### config.mk
export PLATFORM = sky130hd
export DESIGN_NAME = gosterge_tarayici
export DESIGN_NICKNAME = d
export VERILOG_FILES = /design/src/rtl/gosterge_pkg.sv /design/src/rtl/bcd_7seg.sv /design/src/rtl/gosterge_tarayici.sv
export SDC_FILE = /design/constraint.sdc
export NUM_CORES = 1
export LEC_CHECK = 0
export CORE_UTILIZATION = 52
export CTS_CLUSTER_SIZE = 30
export DETAILED_ROUTE_END_ITERATION = 12
export PLACE_DENSITY = 0.76
export SYNTH_ARGS = -nofsm -noshare
export SYNTH_HDL_FRONTEND = slang
export SYNTH_HIERARCHICAL = 1
export SYNTH_SLANG_ARGS = --single-unit
### constraint.sdc
create_clock -name CLK -period 2.2 [get_ports CLK]
set_input_delay 0.22 -clock CLK [delete_from_list [all_inputs] [get_ports CLK]]
set_output_delay 0.22 -clock CLK [all_outputs]
set_load 0.05 [all_outputs]
### src/rtl/gosterge_pkg.sv
// Shared 7-segment glyph constants, display-buffer record and BCD-to-segment
// decoder used by the display scanner and by the LED/UART debug path.
package gosterge_pkg;

  localparam logic [6:0] SEG_BOS   = 7'h7F;
  localparam logic [6:0] SEG_TIRE  = 7'b0111111;
  localparam logic [3:0] AN_KAPALI = 4'b1111;

  // One complete frame's worth of display content.
  typedef struct packed {
    logic [15:0] rakamlar;
    logic [3:0]  dp_maske;
    logic [3:0]  blink_maske;
    logic        lz_bos;
  } gosterge_t;

  // Segments are {g,f,e,d,c,b,a}, active-low; non-BCD codes render as a dash.
  function automatic logic [6:0] bcd_to_seg(input logic [3:0] bcd);
    case (bcd)
      4'd0:    return 7'b1000000;
      4'd1:    return 7'b1111001;
      4'd2:    return 7'b0100100;
      4'd3:    return 7'b0110000;
      4'd4:    return 7'b0011001;
      4'd5:    return 7'b0010010;
      4'd6:    return 7'b0000010;
      4'd7:    return 7'b1111000;
      4'd8:    return 7'b0000000;
      4'd9:    return 7'b0010000;
      default: return SEG_TIRE;
    endcase
  endfunction

endpackage

### src/rtl/bcd_7seg.sv
// Combinational BCD to active-low 7-segment decoder.
module bcd_7seg
  import gosterge_pkg::*;
(
  input  logic [3:0] bcd,
  output logic [6:0] seg
);

  assign seg = bcd_to_seg(bcd);

endmodule

### src/rtl/gosterge_tarayici.sv
// Double-buffered 4-digit common-anode 7-segment scanner with leading-zero
// blanking, per-digit blink and one dead cycle at the start of every slot.
module gosterge_tarayici
  import gosterge_pkg::*;
#(
  parameter int CLK_HZ   = 100_000_000,
  parameter int SCAN_HZ  = 4000,
  parameter int BLINK_HZ = 2
) (
  input  logic        CLK,
  input  logic        reset,
  input  logic        yukle,
  input  logic [15:0] rakamlar,
  input  logic [3:0]  dp_maske,
  input  logic [3:0]  blink_maske,
  input  logic        lz_bos,
  output logic [3:0]  an,
  output logic [6:0]  seg,
  output logic        dp,
  output logic        cerceve_bitti
);

  localparam int SCAN_DIV  = CLK_HZ / SCAN_HZ;
  localparam int BLINK_DIV = CLK_HZ / (2 * BLINK_HZ);
  localparam int PRE_W     = (SCAN_DIV  > 2) ? $clog2(SCAN_DIV)  : 1;
  localparam int BLK_W     = (BLINK_DIV > 2) ? $clog2(BLINK_DIV) : 1;

  logic [PRE_W-1:0] pre;
  logic [BLK_W-1:0] blink_cnt;
  logic [1:0]       idx;
  logic             faz;
  gosterge_t        bekleyen;
  gosterge_t        aktif;
  gosterge_t        yeni;

  logic       slot_sonu;
  logic       sarma;
  logic [3:0] sifir;
  logic [3:0] bos;
  logic [3:0] cur_bcd;
  logic [6:0] cur_glyph;
  logic [3:0] an_d;
  logic [6:0] seg_d;
  logic       dp_d;

  assign yeni      = '{rakamlar: rakamlar, dp_maske: dp_maske,
                       blink_maske: blink_maske, lz_bos: lz_bos};
  assign slot_sonu = (pre == PRE_W'(SCAN_DIV - 1));
  assign sarma     = slot_sonu && (idx == 2'd3);
  assign cur_bcd   = aktif.rakamlar[idx*4 +: 4];

  bcd_7seg u_bcd_7seg (
    .bcd (cur_bcd),
    .seg (cur_glyph)
  );

  // A digit is blanked only when it and every digit to its left are zero.
  always_comb begin
    for (int i = 0; i < 4; i++) sifir[i] = (aktif.rakamlar[i*4 +: 4] == 4'd0);
    bos[3] = aktif.lz_bos & sifir[3];
    bos[2] = bos[3] & sifir[2];
    bos[1] = bos[2] & sifir[1];
    bos[0] = 1'b0;
  end

  always_comb begin
    // NOTE: every output of a combinational block gets a default first, so no path can infer a latch.
    an_d  = AN_KAPALI;
    seg_d = SEG_BOS;
    dp_d  = 1'b1;
    if (pre != '0 && !(aktif.blink_maske[idx] && faz)) begin
      an_d  = ~(4'b0001 << idx);
      seg_d = bos[idx] ? SEG_BOS : cur_glyph;
      dp_d  = ~aktif.dp_maske[idx];
    end
  end

  always_ff @(posedge CLK) begin
    // NOTE: sequential state uses non-blocking assignments so every register samples pre-edge values.
    if (!reset) begin
      pre           <= '0;
      idx           <= 2'd0;
      blink_cnt     <= '0;
      faz           <= 1'b0;
      bekleyen      <= '0;
      aktif         <= '0;
      an            <= AN_KAPALI;
      seg           <= SEG_BOS;
      dp            <= 1'b1;
      cerceve_bitti <= 1'b0;
    end else begin
      if (slot_sonu) begin
        pre <= '0;
        idx <= idx + 2'd1;
      end else begin
        pre <= pre + PRE_W'(1);
      end

      if (blink_cnt == BLK_W'(BLINK_DIV - 1)) begin
        blink_cnt <= '0;
        faz       <= ~faz;
      end else begin
        blink_cnt <= blink_cnt + BLK_W'(1);
      end

      if (yukle) bekleyen <= yeni;
      // A strobe landing on the frame boundary skips the pending stage.
      if (sarma) aktif <= yukle ? yeni : bekleyen;

      an            <= an_d;
      seg           <= seg_d;
      dp            <= dp_d;
      cerceve_bitti <= sarma;
    end
  end

endmodule

==> results.yml <==
global_routing:
  grt_max_degree: 54
  grt.overflow.total: 0
  grt_pass1_wl_mm: 15.7
  grt_pass1_vias: 3479
  grtUsageTotal: 0.203
  antenna_found_initial: 0
critical_path:
  cp_num_buf_inv: 1
  startpoint_type: "flop"
  crit_arrival_ns: 2.38
  cp_top_family: "simple AND/OR/NAND/NOR gates"
  crit_chain: "inv_1 -> ha_1 -> or4b_2 -> o41ai_1 -> a21oi_2 -> nand3b_1"
  critPathSlowestCell: "or4b_2"
  critPathKind: "reg2reg"
  slowest_delay_ns: 0.60
  worst_ep_required_time_ns: 2.51
  end_kind: "flop"
  worstPathMaxFanout: 12
floorplanning:
  io_pins: 41
  die_y_um: 97.0
  core_area_um2: 8720
  die_w_um: 97.0
  start_util: 0.538
  dieArea_um2: 9410
  rows: 34
flow_run:
  drv_cap: 0
sta:
  fmax_ghz: 0.483
  max_slew_margin: 0.662
  fin_crit_ns: 2.07
  setup_viol: 0
  skew_ns: 0.00903
  fin_tns_setup_ns: 0
  slew_violations: 0
  hold_ws_ns: 0.472
  worst_slew_pin_slew_ns: 0.500
  hold_viol_final: 0
  finalCritPeriodShare: 0.942
  grt_setup_unrepaired: "no"
cts:
  cts_buffers: 9
  cts.sinks: 106
  clock_path_buffers: 2
  clk_pin_slew_worst_paths_ns: 0.10
  post-cts-setup-buffers: 0
  htree_levels: 3
  clk_root_buffer_cell: "clkbuf_8"
  cts_tree: "built"
  clkLatencyLatePin_ns: 0.37
drt:
  wl_per_cell_um: 13.9
  antenna_left: 0
  drc: 0
  drt_iter0_drc: 111
  finalWirelength_mm: 9.02
  vias: 3610
  drt_first_pass_iters: 4
  vias_per_cell: 5.56
logic_synthesis:
  synth_seq_cells: 106
  synth_edf_count: 0
  synth_top_flop_cell: "dfxtp_1"
  synth_nets: 544
  yosys_warnings: 6
  syn_area_um2: 4690
  synth_cell_types: 50
  syn-mean-instance-area_um2: 9.31
  yosysSeqAreaShare: 0.452
  async_reset_ff_frac: 0
  syn_inst: 504
placed_design:
  place_congestion: 0.817
  dp_hpwl_mm: 6.31
  io_buffers: 40
  placed_area_um2: 5210
power:
  power_density_nw_per_um2: 666
  power.leakage_nw: 2.07
  finalPower_mw: 3.63
  vdd_drop_max_mv: 0.400
cells_and_area:
  final_common_cell: "dfxtp_1"
  syn_to_final_growth_pct: 16.2
  n_antenna_cell: 0
  post-route-util: 0.625
  fin_area_um2: 5450
  drive_gt1_frac: 0.0869
  final_cell_mix: "105 x dfxtp_1, 63 x nor2_1, 43 x nand2_1, 40 x clkdlybuf4s50_1, 37 x a21oi_1"
  final_nets: 576
status:
  outcome: "finished, final reports clean"
min_path:
  hold_class: "reg2reg"
[stage by stage]
step	std cells	setup WS (ns)
6_report	649	0.128
5_1_grt	649	0.0000520
4_1_cts	649	0.0663
3_5_place_dp	633	0.102
3_3_place_gp	633	0.166
2_1_floorplan	504	0.0390
[cell families after synthesis]
| group | synth area share |
|---|---|
| AND/OR/NAND/NOR | 0.215 |
| flip-flops | 0.452 |
| AO/OA/AOI/OAI | 0.121 |
| buffers and inverters | 0.0424 |
| multiplexers | 0.0885 |
| XOR/XNOR | 0.0485 |
| adder cells (fa/ha/maj) | 0.0320 |
[what timing repair did]
item,in CTS,in global routing
gates resized for setup,0,2
setup endpoints to repair,0,12
hold buffers,0,0
[cell usage after synthesis (2+ instances only)]
cell type	count	share of area
o21ai_0	6	0.0064
a31o_2	3	0.0056
nand3_1	16	0.017
xor2_1	13	0.024
and3_1	6	0.0080
nand3b_1	8	0.013
o31ai_1	7	0.011
or3_1	7	0.0093
nand2b_1	4	0.0053
a21oi_1	38	0.041
and2_1	3	0.0040
ha_1	12	0.032
and4_1	6	0.011
nand2_1	43	0.034
nor4b_1	2	0.0037
nor3b_1	2	0.0032
dfxtp_1	106	0.45
xnor2_1	13	0.024
mux4_2	6	0.029
buf_1	2	0.0016
nor2_1	63	0.050
clkbuf_1	18	0.014
nand4_1	11	0.015
nor4_1	5	0.0067
buf_6	2	0.0048
buf_2	9	0.0096
a31o_1	22	0.041
a22oi_1	2	0.0032
or4_1	6	0.0096
nor3_1	3	0.0032
mux2i_1	28	0.060
a21o_1	2	0.0032
inv_1	13	0.010
[per-layer routing]
metal | vias up | GRT usage | wire [µm]
met3 | 10 | 0.0556 | 309
met4 | 0 | 0.0528 | 89
li1 | 1843 | - | -
met5 | - | 0 | 0
met1 | 1701 | 0.242 | 4020
met2 | 56 | 0.360 | 4600
[power breakdown]
| group | total (mW) | internal [mW] | leakage [nW] | switching, mW |
|---|---|---|---|---|
| clock network | 1.37 | 0.686 | 0.115 | 0.686 |
| logic | 0.272 | 0.123 | 1.09 | 0.149 |
| registers | 1.99 | 1.97 | 0.863 | 0.0187 |
| total | 3.63 | 2.78 | 2.07 | 0.853 |
[worst paths after layout]
kind	from	to	slack (ns)	cells past startpoint
setup / recovery	pre[0]	seg[4]	0.13	6
hold / removal	pre[0]	pre[0]	0.47	1
setup reg to reg	pre[0]	seg[4]	0.13	6
hold reg to reg	pre[0]	pre[0]	0.47	1
[state kept, by name (all words and copies together) (netlist names)]
| signal | cells |
|---|---|
| cerceve_bitti | 1 |
| dp | 1 |
| blink_cnt | 25 |
| faz | 1 |
| aktif | 25 |
| idx | 2 |
| bekleyen | 25 |
| pre | 15 |
| an | 4 |
| seg | 7 |
[area by class of cell]
cell class,instances,area (µm²)
fillers,726,3270
multi-input cells,353,2370
flip-flops and latches,106,2120
repair buffers,53,536
clock buffers,10,138
well taps,108,135
clock inverters,6,96.3
inverters,13,48.8
Note: power is estimated with default switching activity, not from simulation.
==> RTL change (config.mk and constraints unchanged) <==
The output `an` loses its register stage (`an` becomes a continuous assignment).
--- a/src/rtl/gosterge_tarayici.sv
+++ b/src/rtl/gosterge_tarayici.sv
@@ -86,3 +86,2 @@
       aktif         <= '0;
-      an            <= AN_KAPALI;
       seg           <= SEG_BOS;
@@ -109,3 +108,2 @@
 
-      an            <= an_d;
       seg           <= seg_d;
@@ -116,2 +114,4 @@
 
+  assign an = an_d;
+
 endmodule
Behaviour: not the same (a bounded check fails within 4 cycles, from zero or initial values and one cycle with reset low).
==> RTL change against the original RTL <==
  * Wire length about the same
  * Final area is 1.9% lower
  * Hold slack got worse by 15 ps
  * Total power down 3.0%
  * Setup slack worse by 8.1 ps
  * Sequential cell count fell by 4
  * Area after synthesis decreased by 3.1%
  * Maximum frequency fell by 0.39%
  * Die area decreased by 3.1%
  * Utilization is 1.6 points higher
  * Largest power group unchanged
==> RTL change: results (changes against the original RTL) <==
[grt]
grt_pass1_wl_um=15000  ; was 15700 um
grt_use_met2=0.364  ; was 0.360
grt_use_met3=0.0630  ; was 0.0556
grt_use_met1=0.257  ; was 0.242
antenna_found_initial=0  ; unchanged
grt_pass1_vias=3255  ; was 3479
grt_max_degree=55  ; was 54
grtUsageTotal=0.213  ; was 0.203

[finish]
final_nets=571  ; was 576
drive_gt1_frac=0.0989  ; was 0.0869
n_clock_buffer=11  ; was 10
seq-cell-share=0.382  ; was 0.389
seq_area_um2=2040  ; was 2120 um2
inv_count=15  ; was 13
num-multi-input-gates=347  ; was 353
n_all_buffers=56  ; was 53
buf_share=0.108  ; was 0.0982
multi_input_area_share=0.432  ; was 0.436
layout.cells.non_filler=641  ; was 649
clockNetworkAreaShare=0.0430  ; was 0.0429
n_fill_cell=697  ; was 726
insertedDiodeCount=0  ; unchanged

[cts]
clk_path_buf_depth=2  ; unchanged

[worst_setup_path]
arrival_ps=1860  ; was 2380 ps
cp_max_fo=4  ; was 12
startpoint=pre[9]$_SDFF_PP0_  ; was pre[0]$_SDFF_PP0_
reg2reg_to=pre[3]$_SDFF_PP0_  ; was seg[4]$_SDFF_PP1_
crit_end=an[0]  ; was seg[4]$_SDFF_PP1_

[detailed_routing]
first_iter_violations=163  ; was 111
dr.pass1.iters=5  ; was 4
viasPerCell=5.53  ; was 5.56

[hold_path]
hp-start=blink_cnt[0]$_SDFF_PP0_  ; was pre[0]$_SDFF_PP0_
hp-class=reg -> reg  ; unchanged
hold_end=blink_cnt[0]$_SDFF_PP0_  ; was pre[0]$_SDFF_PP0_

[logic_synthesis]
postSynthAreaPerCell_um2=9.14  ; was 9.31 um2
syn-num-nets=537  ; was 544
synth_cell_types=47  ; was 50
synth_area_leaders=dfxtp_1 (45%), mux2i_1 (6.4%), nor2_1 (5.0%)  ; was dfxtp_1 (45%), mux2i_1 (6.0%), nor2_1 (5.0%)
synth_common_cells=dfxtp_1 (102), nor2_1 (61), nand2_1 (43)  ; was dfxtp_1 (106), nor2_1 (63), nand2_1 (43)
yosysSeqAreaShare=0.449  ; was 0.452
yosys_register_bits=102  ; was 106

[floorplanning]
die_x_um=95.5  ; was 97.0 um

[placement]
gp_congestion=0.829  ; was 0.817
placed_cells=625  ; was 633
hpwl_um=6280  ; was 6310 um
place_ws_ps=180  ; was 102 ps
postPlaceCellArea_um2=5100  ; was 5210 um2

[timing]
whs_ps=457  ; was 472 ps
fmax_ghz=0.481  ; was 0.483 GHz
fin_skew_ps=13.7  ; was 9.03 ps

[status]
status=finished clean  ; unchanged

[power]
vdd_drop_max_v=0.000534  ; was 0.000400 V
leakage_nw=2.01  ; was 2.07 nW

==> RTL change: logic make-up (layout without fill, tap and decap cells) <==
family | count (synthesis) | after routing | share of synthesized area
adder cells (fa/ha/maj) | 12 | 12 | 0.0330
flip-flops | 102 | 102 | 0.449
AO/OA/AOI/OAI | 92 | 92 | 0.130
XOR/XNOR | 24 | 24 | 0.0463
buffers and inverters | 48 | 87 | 0.0457
multiplexers | 34 | 34 | 0.0887
AND/OR/NAND/NOR | 185 | 185 | 0.207
==> RTL change: routing by layer <==
metal	up-vias	part of all wire
li1	1814	-
met1	1655	0.44
met2	62	0.50
met3	12	0.040
met4	0	0.016
met5	-	0
==> RTL change: power breakdown <==
| group | switching (W) | internal (W) |
|---|---|---|
| registers | 0.0000181 | 0.00189 |
| clock network | 0.000619 | 0.000703 |
| logic | 0.000155 | 0.000132 |
==> RTL change: critical path, stage by stage (launching register included) <==
cell	delay [ps]
dfxtp_1	340
or4_4	570
nor2_2	150
a31oi_2	130
nand2_1	160
buf_12	150
